--- config.mk ---
export PLATFORM = sky130hd
export DESIGN_NAME = score_max_ctrl_flat
export DESIGN_NICKNAME = d
export VERILOG_FILES = /design/src/rtl/score_max_ctrl_if.sv /design/src/rtl/score_max_ctrl.sv /design/src/flat_wrapper.sv
export SDC_FILE = /design/constraint.sdc
export NUM_CORES = 2
export LEC_CHECK = 0
export ABC_AREA = 1
export BUFFER_PORTS_ARGS = -buffer_cell sky130_fd_sc_hd__buf_2
export CORE_AREA = 8 8 418 420
export DETAILED_ROUTE_END_ITERATION = 8
export DIE_AREA = 0 0 426 428
export PLACE_DENSITY = 0.52
export SYNTH_ARGS = -nofsm -noshare
export SYNTH_HDL_FRONTEND = slang
export SYNTH_SLANG_ARGS = --single-unit
--- constraint.sdc ---
create_clock -name clk -period 24.4 [get_ports clk]
set_clock_uncertainty 0.05 [all_clocks]
set_input_delay 1.22 -clock clk [delete_from_list [all_inputs] [get_ports clk]]
set_output_delay 1.22 -clock clk [all_outputs]
set_load 0.03 [all_outputs]
--- src/rtl/score_max_ctrl_if.sv ---
// Beat input, result SRAM and result handshake bundle for score_max_ctrl.
// The slave modport is the controller's view; master is the PE array / host side.
interface score_max_ctrl_if #(
  parameter int unsigned DATA_WIDTH = 16,
  parameter int unsigned LANES      = 64,
  parameter int unsigned ADDR_WIDTH = 10
);
  logic                        cell_valid;
  logic                        cell_ready;
  logic                        cell_last;
  logic [DATA_WIDTH*LANES-1:0] cell_score;
  logic                        mem_cen;
  logic                        mem_wen;
  logic [ADDR_WIDTH-1:0]       mem_addr;
  logic [DATA_WIDTH-1:0]       mem_data;
  logic                        best_valid;
  logic                        best_ready;
  logic [DATA_WIDTH-1:0]       best_score;
  logic [ADDR_WIDTH-1:0]       best_idx;

  modport master (
    output cell_valid, cell_last, cell_score, best_ready,
    input  cell_ready, mem_cen, mem_wen, mem_addr, mem_data, best_valid, best_score, best_idx
  );

  modport slave (
    input  cell_valid, cell_last, cell_score, best_ready,
    output cell_ready, mem_cen, mem_wen, mem_addr, mem_data, best_valid, best_score, best_idx
  );
endinterface

--- src/rtl/score_max_ctrl.sv ---
// Smith-Waterman alignment max: 8x8 two-stage reduction tree, running best score,
// one SRAM write per alignment at an auto-incrementing index, then a result handshake.
`ifndef V_E_F_Bit
`define V_E_F_Bit 16
`endif

module score_max_ctrl #(
  parameter int unsigned DATA_WIDTH = `V_E_F_Bit,
  parameter int unsigned LANES      = 64,
  parameter int unsigned ADDR_WIDTH = 10
) (
  input  logic            clk,
  input  logic            rst,
  input  logic            start,
  input  logic            addr_clr,
  score_max_ctrl_if.slave bus
);
  localparam int unsigned Groups     = 8;
  localparam int unsigned GroupLanes = LANES / Groups;

  typedef enum logic [2:0] {StIdle, StAccum, StDrain, StWrite, StResult} state_e;

  state_e                            state_q, state_d;
  logic [1:0]                        cnt_q, cnt_d;
  logic [Groups-1:0][DATA_WIDTH-1:0] stage1_q, stage1_d;
  logic [DATA_WIDTH-1:0]             stage2_q, stage2_d;
  logic                              tag1_q, tag2_q, tag2_d;
  logic [DATA_WIDTH-1:0]             run_max_q, run_max_d;
  logic [ADDR_WIDTH-1:0]             idx_q, idx_d;
  logic [ADDR_WIDTH-1:0]             mem_addr_q, best_idx_q;
  logic [DATA_WIDTH-1:0]             mem_data_q, best_score_q;
  logic                              accept, clr_run, in_write;

  // Sign-aware max that never yields a negative value (two negatives give 0).
  function automatic logic [DATA_WIDTH-1:0] smax(input logic [DATA_WIDTH-1:0] a,
                                                 input logic [DATA_WIDTH-1:0] b);
    logic a_neg, b_neg;
    a_neg = a[DATA_WIDTH-1];
    b_neg = b[DATA_WIDTH-1];
    if (a_neg && b_neg) return '0;
    else if (a_neg) return b;
    else if (b_neg) return a;
    else if (a[DATA_WIDTH-2:0] >= b[DATA_WIDTH-2:0]) return a;
    else return b;
  endfunction

  assign accept   = bus.cell_valid && (state_q == StAccum);
  assign in_write = (state_q == StWrite);

  always_comb begin
    stage1_d = '0;
    stage2_d = '0;
    for (int unsigned g = 0; g < Groups; g++) begin
      for (int unsigned l = 0; l < GroupLanes; l++) begin
        stage1_d[g] = smax(stage1_d[g], bus.cell_score[DATA_WIDTH*(g*GroupLanes+l) +: DATA_WIDTH]);
      end
      stage2_d = smax(stage2_d, stage1_q[g]);
    end
  end

  always_comb begin
    state_d = state_q;
    cnt_d   = cnt_q;
    idx_d   = idx_q;
    clr_run = 1'b0;
    unique case (state_q)
      StIdle: begin
        if (addr_clr) idx_d = '0;
        if (start) begin
          clr_run = 1'b1;
          state_d = StAccum;
        end
      end
      StAccum: begin
        if (accept && bus.cell_last) begin
          state_d = StDrain;
          cnt_d   = 2'd2;
        end
      end
      StDrain: begin
        // Two cycles let the last beat walk through stage2 into the running max.
        cnt_d = cnt_q - 2'd1;
        if (cnt_q == 2'd1) state_d = StWrite;
      end
      StWrite: state_d = StResult;
      StResult: begin
        if (bus.best_ready) begin
          idx_d   = idx_q + ADDR_WIDTH'(1);
          state_d = StIdle;
        end
      end
      default: state_d = StIdle;
    endcase
  end

  assign tag2_d = clr_run ? 1'b0 : tag1_q;

  always_comb begin
    run_max_d = run_max_q;
    if (clr_run) run_max_d = '0;
    else if (tag2_q) run_max_d = smax(run_max_q, stage2_q);
  end

  always_ff @(posedge clk or posedge rst) begin
    if (rst) begin
      state_q      <= StIdle;
      cnt_q        <= '0;
      stage1_q     <= '0;
      stage2_q     <= '0;
      tag1_q       <= 1'b0;
      tag2_q       <= 1'b0;
      run_max_q    <= '0;
      idx_q        <= '0;
      mem_addr_q   <= '0;
      mem_data_q   <= '0;
      best_score_q <= '0;
      best_idx_q   <= '0;
    end else begin
      state_q   <= state_d;
      cnt_q     <= cnt_d;
      tag1_q    <= accept;
      tag2_q    <= tag2_d;
      stage2_q  <= stage2_d;
      run_max_q <= run_max_d;
      idx_q     <= idx_d;
      if (accept) stage1_q <= stage1_d;
      if (in_write) begin
        mem_addr_q   <= idx_q;
        mem_data_q   <= run_max_q;
        best_score_q <= run_max_q;
        best_idx_q   <= idx_q;
      end
    end
  end

  assign bus.cell_ready = (state_q == StAccum);
  assign bus.mem_cen    = ~in_write;
  assign bus.mem_wen    = ~in_write;
  assign bus.mem_addr   = in_write ? idx_q : mem_addr_q;
  assign bus.mem_data   = in_write ? run_max_q : mem_data_q;
  assign bus.best_valid = (state_q == StResult);
  assign bus.best_score = best_score_q;
  assign bus.best_idx   = best_idx_q;
endmodule

--- src/flat_wrapper.sv ---
// flat-port wrapper written by rule: the top's interface ports become plain ports
module score_max_ctrl_flat 
#(
  parameter int unsigned DATA_WIDTH = `V_E_F_Bit,
  parameter int unsigned LANES      = 64,
  parameter int unsigned ADDR_WIDTH = 10
)
  (clk, rst, start, addr_clr, bus_cell_valid, bus_cell_last, bus_cell_score, bus_best_ready, bus_cell_ready, bus_mem_cen, bus_mem_wen, bus_mem_addr, bus_mem_data, bus_best_valid, bus_best_score, bus_best_idx);
  score_max_ctrl_if #(.DATA_WIDTH(DATA_WIDTH), .LANES(LANES), .ADDR_WIDTH(ADDR_WIDTH)) bus_i ();
  input  logic clk;
  input  logic rst;
  input  logic start;
  input  logic addr_clr;
  input wire logic [$bits(bus_i.cell_valid)-1:0] bus_cell_valid;
  input wire logic [$bits(bus_i.cell_last)-1:0] bus_cell_last;
  input wire logic [$bits(bus_i.cell_score)-1:0] bus_cell_score;
  input wire logic [$bits(bus_i.best_ready)-1:0] bus_best_ready;
  output wire logic [$bits(bus_i.cell_ready)-1:0] bus_cell_ready;
  output wire logic [$bits(bus_i.mem_cen)-1:0] bus_mem_cen;
  output wire logic [$bits(bus_i.mem_wen)-1:0] bus_mem_wen;
  output wire logic [$bits(bus_i.mem_addr)-1:0] bus_mem_addr;
  output wire logic [$bits(bus_i.mem_data)-1:0] bus_mem_data;
  output wire logic [$bits(bus_i.best_valid)-1:0] bus_best_valid;
  output wire logic [$bits(bus_i.best_score)-1:0] bus_best_score;
  output wire logic [$bits(bus_i.best_idx)-1:0] bus_best_idx;
  assign bus_i.cell_valid = bus_cell_valid;
  assign bus_i.cell_last = bus_cell_last;
  assign bus_i.cell_score = bus_cell_score;
  assign bus_i.best_ready = bus_best_ready;
  assign bus_cell_ready = bus_i.cell_ready;
  assign bus_mem_cen = bus_i.mem_cen;
  assign bus_mem_wen = bus_i.mem_wen;
  assign bus_mem_addr = bus_i.mem_addr;
  assign bus_mem_data = bus_i.mem_data;
  assign bus_best_valid = bus_i.best_valid;
  assign bus_best_score = bus_i.best_score;
  assign bus_best_idx = bus_i.best_idx;
  score_max_ctrl #(.DATA_WIDTH(DATA_WIDTH), .LANES(LANES), .ADDR_WIDTH(ADDR_WIDTH)) u_core (.clk(clk), .rst(rst), .start(start), .addr_clr(addr_clr), .bus(bus_i));
endmodule
=== Word-level counts from Yosys, hierarchy flattened ===
Cells that the tools add are included.
W data, S select, Z words.

* Add/sub/neg operators: 2
* Multiply operators: 0
* Divide/modulo/power cells: 0
* $lt $le $gt $ge: 73
* Equal/unequal tests: 12
* Shift operators: 0
* Muxes and demuxes: 291
* Bitwise gates (word level): 1
* Reduce and logical (&&, ||, !) cells: 74

{| class="wikitable"
|+ Operator list
! operator !! count
|-
| $mux W16 || 204
|-
| $mux W15 || 73
|-
| $ge A15 B15 Y1 || 64
|-
| $ge A1 B15 Y1 const A || 9
|-
| $logic_and A1 B1 Y1 || 66
|-
| $mux W10 || 3
|-
| $pmux W10 S2 || 1
|-
| $pmux W3 S5 || 1
|-
| $mux W3 || 4
|-
| $add A10 B1 Y10 const B || 1
|-
| $eq A3 B2 Y1 const B || 2
|-
| $ne A2 B2 Y1 const B || 3
|-
| $reduce_and A3 Y1 || 2
|-
| $reduce_bool A2 Y1 || 3
|-
| $ne A2 B1 Y1 const B || 2
|-
| $ne A4 B1 Y1 const B || 1
|-
| $ne A4 B4 Y1 const B || 1
|-
| $pmux W2 S2 || 1
|-
| $reduce_and A4 Y1 || 1
|-
| $eq A3 B1 Y1 const B || 1
|-
| $eq A3 B3 Y1 const B || 1
|-
| $logic_not A3 Y1 || 1
|-
| $mux W1 || 3
|-
| $eq A2 B1 Y1 const B || 1
|-
| other kinds (4) || 4
|}

* Bits in registers: 229
* Bits in latches: 0
* RAM bits: 0
* Bits in read-only memories: 0
* Output and inout port bits: 56
* Word-level logic and storage cells: 473
* Memories kept: 0

=== Longest topological paths before layout ===
* Depth in word-level cells: 38
* Depth in mapped cells: 95
* Gate-level depth less buffers: 87

=== Least setup slack after synthesis ===
Ideal clock, no wire load.

* Path kind: input-to-reg
* Start: input port bus_cell_score[15]
* End: register u_core.stage1_q[10] in the netlist's numbering
* Arrival: 11.159 ns
* Path slack: 13.075 ns
* Stages on the path: 90
* Path buffers: 8
* Path through: inv_1 > clkbuf_1 > nand2_1 > inv_1 > ha_1 > a21oi_1 > nand2_1 > nand2_1 > nand2_1 > nand2_1 > nand2_1 > nand2_2 > buf_2 > nand3_1 > nand2_1 > inv_1 > ha_1 > nand2_1 > (+54 left out) > buf_2 > nand2_1 > nand2_1 > ha_1 > a21oi_1 > o21ai_1 > a21o_1 > a21oi_1 > o21ai_1 > nand2_1 > nand2_1 > o21ai_1 > nand2_1 > clkbuf_1 > o21ai_0 > inv_1 > nand2_1 > nand2_1

* Word-level cells in the longest chain between the ends: 36

{| class="wikitable"
|+ Ends and longest elaborated chain
! element !! RTL line !! text
|-
| from (decl) || flat_wrapper.sv:16 || <nowiki>input wire logic [$bits(bus_i.cell_score)-1:0] bus_cell_score;</nowiki>
|-
| $mux W16 (*) || score_max_ctrl.sv:42 || <nowiki>else if (b_neg) return a;</nowiki>
|-
| $ge A15 B15 Y1 || score_max_ctrl.sv:43 || <nowiki>else if (a[DATA_WIDTH-2:0] >= b[DATA_WIDTH-2:0]) return a;</nowiki>
|-
| $mux W15 || score_max_ctrl.sv:43 ||
|-
| $mux W16 (*) || score_max_ctrl.sv:42 ||
|-
| $mux W16 (*) || score_max_ctrl.sv:41 || <nowiki>else if (a_neg) return b;</nowiki>
|-
| $mux W16 (*) || score_max_ctrl.sv:40 || <nowiki>if (a_neg && b_neg) return '0;</nowiki>
|-
| $ge A15 B15 Y1 || score_max_ctrl.sv:43 ||
|-
| $mux W15 || score_max_ctrl.sv:43 ||
|-
| (+20 left out) || n/a ||
|-
| $mux W16 (*) || score_max_ctrl.sv:42 ||
|-
| $mux W16 (*) || score_max_ctrl.sv:41 ||
|-
| $mux W16 (*) || score_max_ctrl.sv:40 ||
|-
| $ge A15 B15 Y1 || score_max_ctrl.sv:43 ||
|-
| $mux W15 || score_max_ctrl.sv:43 ||
|-
| $mux W16 (*) || score_max_ctrl.sv:42 ||
|-
| $mux W16 (*) || score_max_ctrl.sv:41 ||
|-
| $mux W16 (*) || score_max_ctrl.sv:40 ||
|-
| to (signal assigned) || score_max_ctrl.sv:126 || <nowiki>if (accept) stage1_q <= stage1_d;</nowiki>
|-
| to (decl) || score_max_ctrl.sv:25 || <nowiki>logic [Groups-1:0][DATA_WIDTH-1:0] stage1_q, stage1_d;</nowiki>
|}

Every way passes the cells marked *; elsewhere a longest branch is shown, timed or not.
A chain may end at the register's enable or synchronous reset.

=== Final worst setup path ===
* Start: input port bus_cell_score[15]
* End: register u_core.stage1_q[1] in the netlist's numbering

The elaborated chain is that of the path after synthesis.

==> results.md <==
Status:
- The run finished with clean final reports.

GRT:
- The first global-routing pass estimated 339,000 um of wire.
- The number of global-route vias before repair is around 56k.
- Global routing finished with a remaining overflow of 0.
- Across every metal layer, demand over resource in global routing totals a little under a quarter.
- The number of antenna violations at the first check in global routing is 182.
- Entering global routing, the biggest net connects 87 pins.

Routing:
- The average detailed-routed wire length per instance is approximately 19 um.
- Summed over all layers, the routed wires come to about 230,000 um.
- Using the TritonRoute via totals, the vias-per-cell ratio works out to about 5.
- The first detailed-routing pass took 8 iterations.
- The count of nets left with antenna violations after detail routing is 0.
- The number of DRC violations after detailed-routing iteration 0 is between 3k and 4k.
- The final route contains around 57k vias.
- The DRC violation count after routing is 0.

Clock network:
- The post-CTS resize count is 0.
- At the later pin of the worst-skew pair, clock insertion delay measures roughly 0.58 ns.
- The TritonCTS clock tree is yes.
- Clock tree synthesis inserted a total of 28 buffers.
- Once the clock tree was built, the setup fixing pass inserted 0 buffers.
- The maximum count of clock buffers along a single path is 3.
- The number of buffers added to fix hold violations after cts is 0.
- The root buffer cell chosen for the clock tree is sky130_fd_sc_hd__clkbuf_16.
- The clock net in this run drives a total of ~220 sinks.
- Clock-pin slew was measured on the worst setup and hold paths at 0.07 ns.
- In this run the number of H-tree levels came out at 1.

Worst setup path:
- The worst path required time is about 25 ns.
- The launching element type of the critical path is an input pin.
- The slowest stage of the critical path belongs to the cell sky130_fd_sc_hd__nand3_1.
- The most frequent cell on the critical path is sky130_fd_sc_hd__nand2_1.
- The critical path capture point type is a flip-flop.
- The worst setup path category is input pin to flip-flop.
- The worst path arrival time is approximately 16 ns.
- The delay of the slowest critical-path stage is roughly 0.83 ns.
- Of all nets on the critical path, the largest fanout is 30.

Timing:
- On the final layout, the worst hold slack is ~0.38 ns.
- The final cycle utilization of the critical path is roughly 64%.
- The number of hold violations in the final report is 0.
- The actual transition at the worst max-transition pin is between 1 and 1.5 ns.
- The final setup violation count is 0.
- The number of slew-limit violations in the final report is 0.
- Setup repair after global routing left no endpoint under its margin.
- Subtracting the final worst setup slack from the clock period gives 15.54 ns.
- Headroom to the max-slew limit came out at between 20% and 30%.
- The highest achievable clock rate is ~64 MHz.
- The post-route setup TNS is 0 ns.

Floorplanning:
- The die height is between 400 and 500 um.
- The initialized floorplan defines 151 standard-cell rows.
- Measured along the x axis, the die boundary spans between 400 and 500 um.
- For this design the top-level I/O count stands at 1,087.
- The area of the die is ~180,000 um2.
- For this configuration, the core starts out at a cell density of roughly 31%.
- The core region is ~170,000 um2.

Synth:
- Each instance of the synthesized netlist takes up on average a little over 6 um2.
- The largest total area in the synthesized netlist belongs to sky130_fd_sc_hd__ha_1.
- The fraction of post-synthesis cell area in the top cell type by area is between 20% and 30%.
- The number of synthesis warnings is 0.
- The number of nets in the synthesized netlist is between 10k and 15k.
- In the post-synthesis netlist, the biggest area contributors are sky130_fd_sc_hd__ha_1 23%, sky130_fd_sc_hd__nand2_1 19%, sky130_fd_sc_hd__inv_1 12%, sky130_fd_sc_hd__dfrtp_1 10%, sky130_fd_sc_hd__nand3_2 8.4%.
- For this run, the register share of the synthesized area comes to around a tenth.
- Counting flops with a built-in enable in the synthesized netlist gives 0.
- The primary flip-flop cell chosen by synthesis mapping is sky130_fd_sc_hd__dfrtp_1.
- After synthesis the cells add up to around 52,000 um2.
- The synthesized flop and latch total is approximately 220.
- The cell count after synthesis came out at ~8.5k.
- Of all flip-flops after synthesis, the portion carrying an async set or reset was 100%.
- The number of distinct library cells after synthesis is 73.

Place:
- The placer congestion estimate is between 1 and 1.5.
- During placement, the flow inserted port buffers numbering about 1.1k.
- After legalization and detailed placement, the total HPWL measured 206,000 um.

Min path:
- The classification of the worst-slack hold path is flip-flop to flip-flop.

Cells and area:
- In the final layout, the multi-input gates occupy around 39,000 um2.
- The final design utilization is a little over a third.
- The fraction of final layout cells with drive strength greater than 1 is a little under a fifth.
- The layout has around 19k filler cells.
- At the end of the flow, the number of nets in the layout was 11.4k.
- The area growth from synthesis to layout is 15.5%.
- The area of all sequential standard cells is 5460 um2.

Job:
- Across the run, the number of max-cap violations was 0.
Yosys cell counts, types with 8 or more instances:
cell                          n
sky130_fd_sc_hd__a211o_1     12
sky130_fd_sc_hd__a211oi_1    26
sky130_fd_sc_hd__a21o_1      20
sky130_fd_sc_hd__a21oi_1    293
sky130_fd_sc_hd__a31oi_1     12
sky130_fd_sc_hd__and2_1     198
sky130_fd_sc_hd__and3_1      11
sky130_fd_sc_hd__buf_1        8
sky130_fd_sc_hd__buf_2       54
sky130_fd_sc_hd__buf_4       52
sky130_fd_sc_hd__buf_6       30
sky130_fd_sc_hd__clkbuf_1    65
sky130_fd_sc_hd__dfrtp_1    218
sky130_fd_sc_hd__ha_1       962
sky130_fd_sc_hd__inv_1     1648
sky130_fd_sc_hd__inv_2       32
sky130_fd_sc_hd__nand2_1   2664
sky130_fd_sc_hd__nand2_2     55
sky130_fd_sc_hd__nand2_4     27
sky130_fd_sc_hd__nand3_1    715
sky130_fd_sc_hd__nand3_2    437
sky130_fd_sc_hd__nand3b_1    22
sky130_fd_sc_hd__nand4_1    177
sky130_fd_sc_hd__nor2_1     297
sky130_fd_sc_hd__nor2_2      12
sky130_fd_sc_hd__nor3_1      32
sky130_fd_sc_hd__nor3b_1     20
sky130_fd_sc_hd__nor4_1      17
sky130_fd_sc_hd__o211ai_1    21
sky130_fd_sc_hd__o21a_1      21
sky130_fd_sc_hd__o21ai_0    191
sky130_fd_sc_hd__o21ai_1     46
sky130_fd_sc_hd__o31ai_1     10
sky130_fd_sc_hd__or2_2        8
path summary, 6_finish.rpt:
kind                            slack, ns                  endpoint  cells after the start                 from
max in group asynchronous           22.10  u_core.bus.best_score[5]                      3                  rst
min in group asynchronous            0.70    u_core.bus.best_idx[1]                      2                  rst
worst min-delay path                 0.38             u_core.tag2_q                      2        u_core.tag1_q
worst max-delay path                 8.86        u_core.stage1_q[1]                     77   bus_cell_score[15]
worst min register to register       0.38             u_core.tag2_q                      2        u_core.tag1_q
worst max register to register      10.50        u_core.stage2_q[0]                     70  u_core.stage1_q[26]
stage by stage:
stage	std cells	instance area, um2	setup slack [ns]
3_3_place_gp	11590	59300	8.43
2_1_floorplan	8498	52400	13.08
5_1_grt	11704	60400	7.33
3_5_place_dp	11590	59300	8.37
6_report	11735	60500	8.86
4_1_cts	11641	60200	8.97
state kept, by name, summed over array words and instances (netlist names):
signal                 flops
u_core.state_q             3
u_core.mem_data_q         16
u_core.tag1_q              1
u_core.bus.best_idx       10
u_core.stage2_q           15
u_core.idx_q              10
u_core.tag2_q              1
u_core.stage1_q          120
u_core.cnt_q               2
u_core.bus.best_score     15
u_core.run_max_q          15
u_core.mem_addr_q         10
critical path, delay by kind of cell:
family	cells	cell delay, ns
adder cells (fa/ha/maj)	7	1.96
AO/OA/AOI/OAI	14	2.92
buffers and inverters	10	2.45
AND/OR/NAND/NOR	46	7.33
kinds of logic (layout without fill, tap and decap cells):
kind of cell,after synthesis,after routing,share of synthesized area (%)
simple gates,4716,4716,44.1
fa+ha+maj,962,962,23.0
buf+inv,1901,2826,14.7
flops,218,218,10.4
other cells,1,95,0.00716
compound gates,700,700,7.75
routing by layer:
layer	GRT usage, %	vias up	wire, um
li1	-	29172	-
met1	29.2	25943	96900
met2	41.7	1517	109000
met3	3.09	457	11300
met4	9.29	44	10900
met5	0	-	280
cell type report:
type | instances | area share [%]
Clock buffer | 37 | 1.30
Inverter | 1683 | 10.5
Antenna cell | 94 | 0.389
Clock inverter | 14 | 0.329
Timing Repair Buffer | 1092 | 9.07
Tap cell | 2218 | 4.59
Sequential cell | 218 | 9.02
Multi-Input combinational cell | 6379 | 64.8
cells in the final DEF (no fill, tap or decap), types with 46 or more instances in the layout:
| cell type | n |
|---|---|
| sky130_fd_sc_hd__a21oi_1 | 293 |
| sky130_fd_sc_hd__and2_1 | 198 |
| sky130_fd_sc_hd__buf_2 | 1085 |
| sky130_fd_sc_hd__dfrtp_1 | 218 |
| sky130_fd_sc_hd__diode_2 | 94 |
| sky130_fd_sc_hd__ha_1 | 962 |
| sky130_fd_sc_hd__inv_1 | 1646 |
| sky130_fd_sc_hd__nand2_1 | 2663 |
| sky130_fd_sc_hd__nand2_2 | 55 |
| sky130_fd_sc_hd__nand3_1 | 715 |
| sky130_fd_sc_hd__nand3_2 | 437 |
| sky130_fd_sc_hd__nand4_1 | 177 |
| sky130_fd_sc_hd__nor2_1 | 297 |
| sky130_fd_sc_hd__o21ai_0 | 191 |
| sky130_fd_sc_hd__o21ai_1 | 46 |
Power is not shown: default switching activity piles up to over one toggle a cycle in this logic, so the estimate is an artifact.
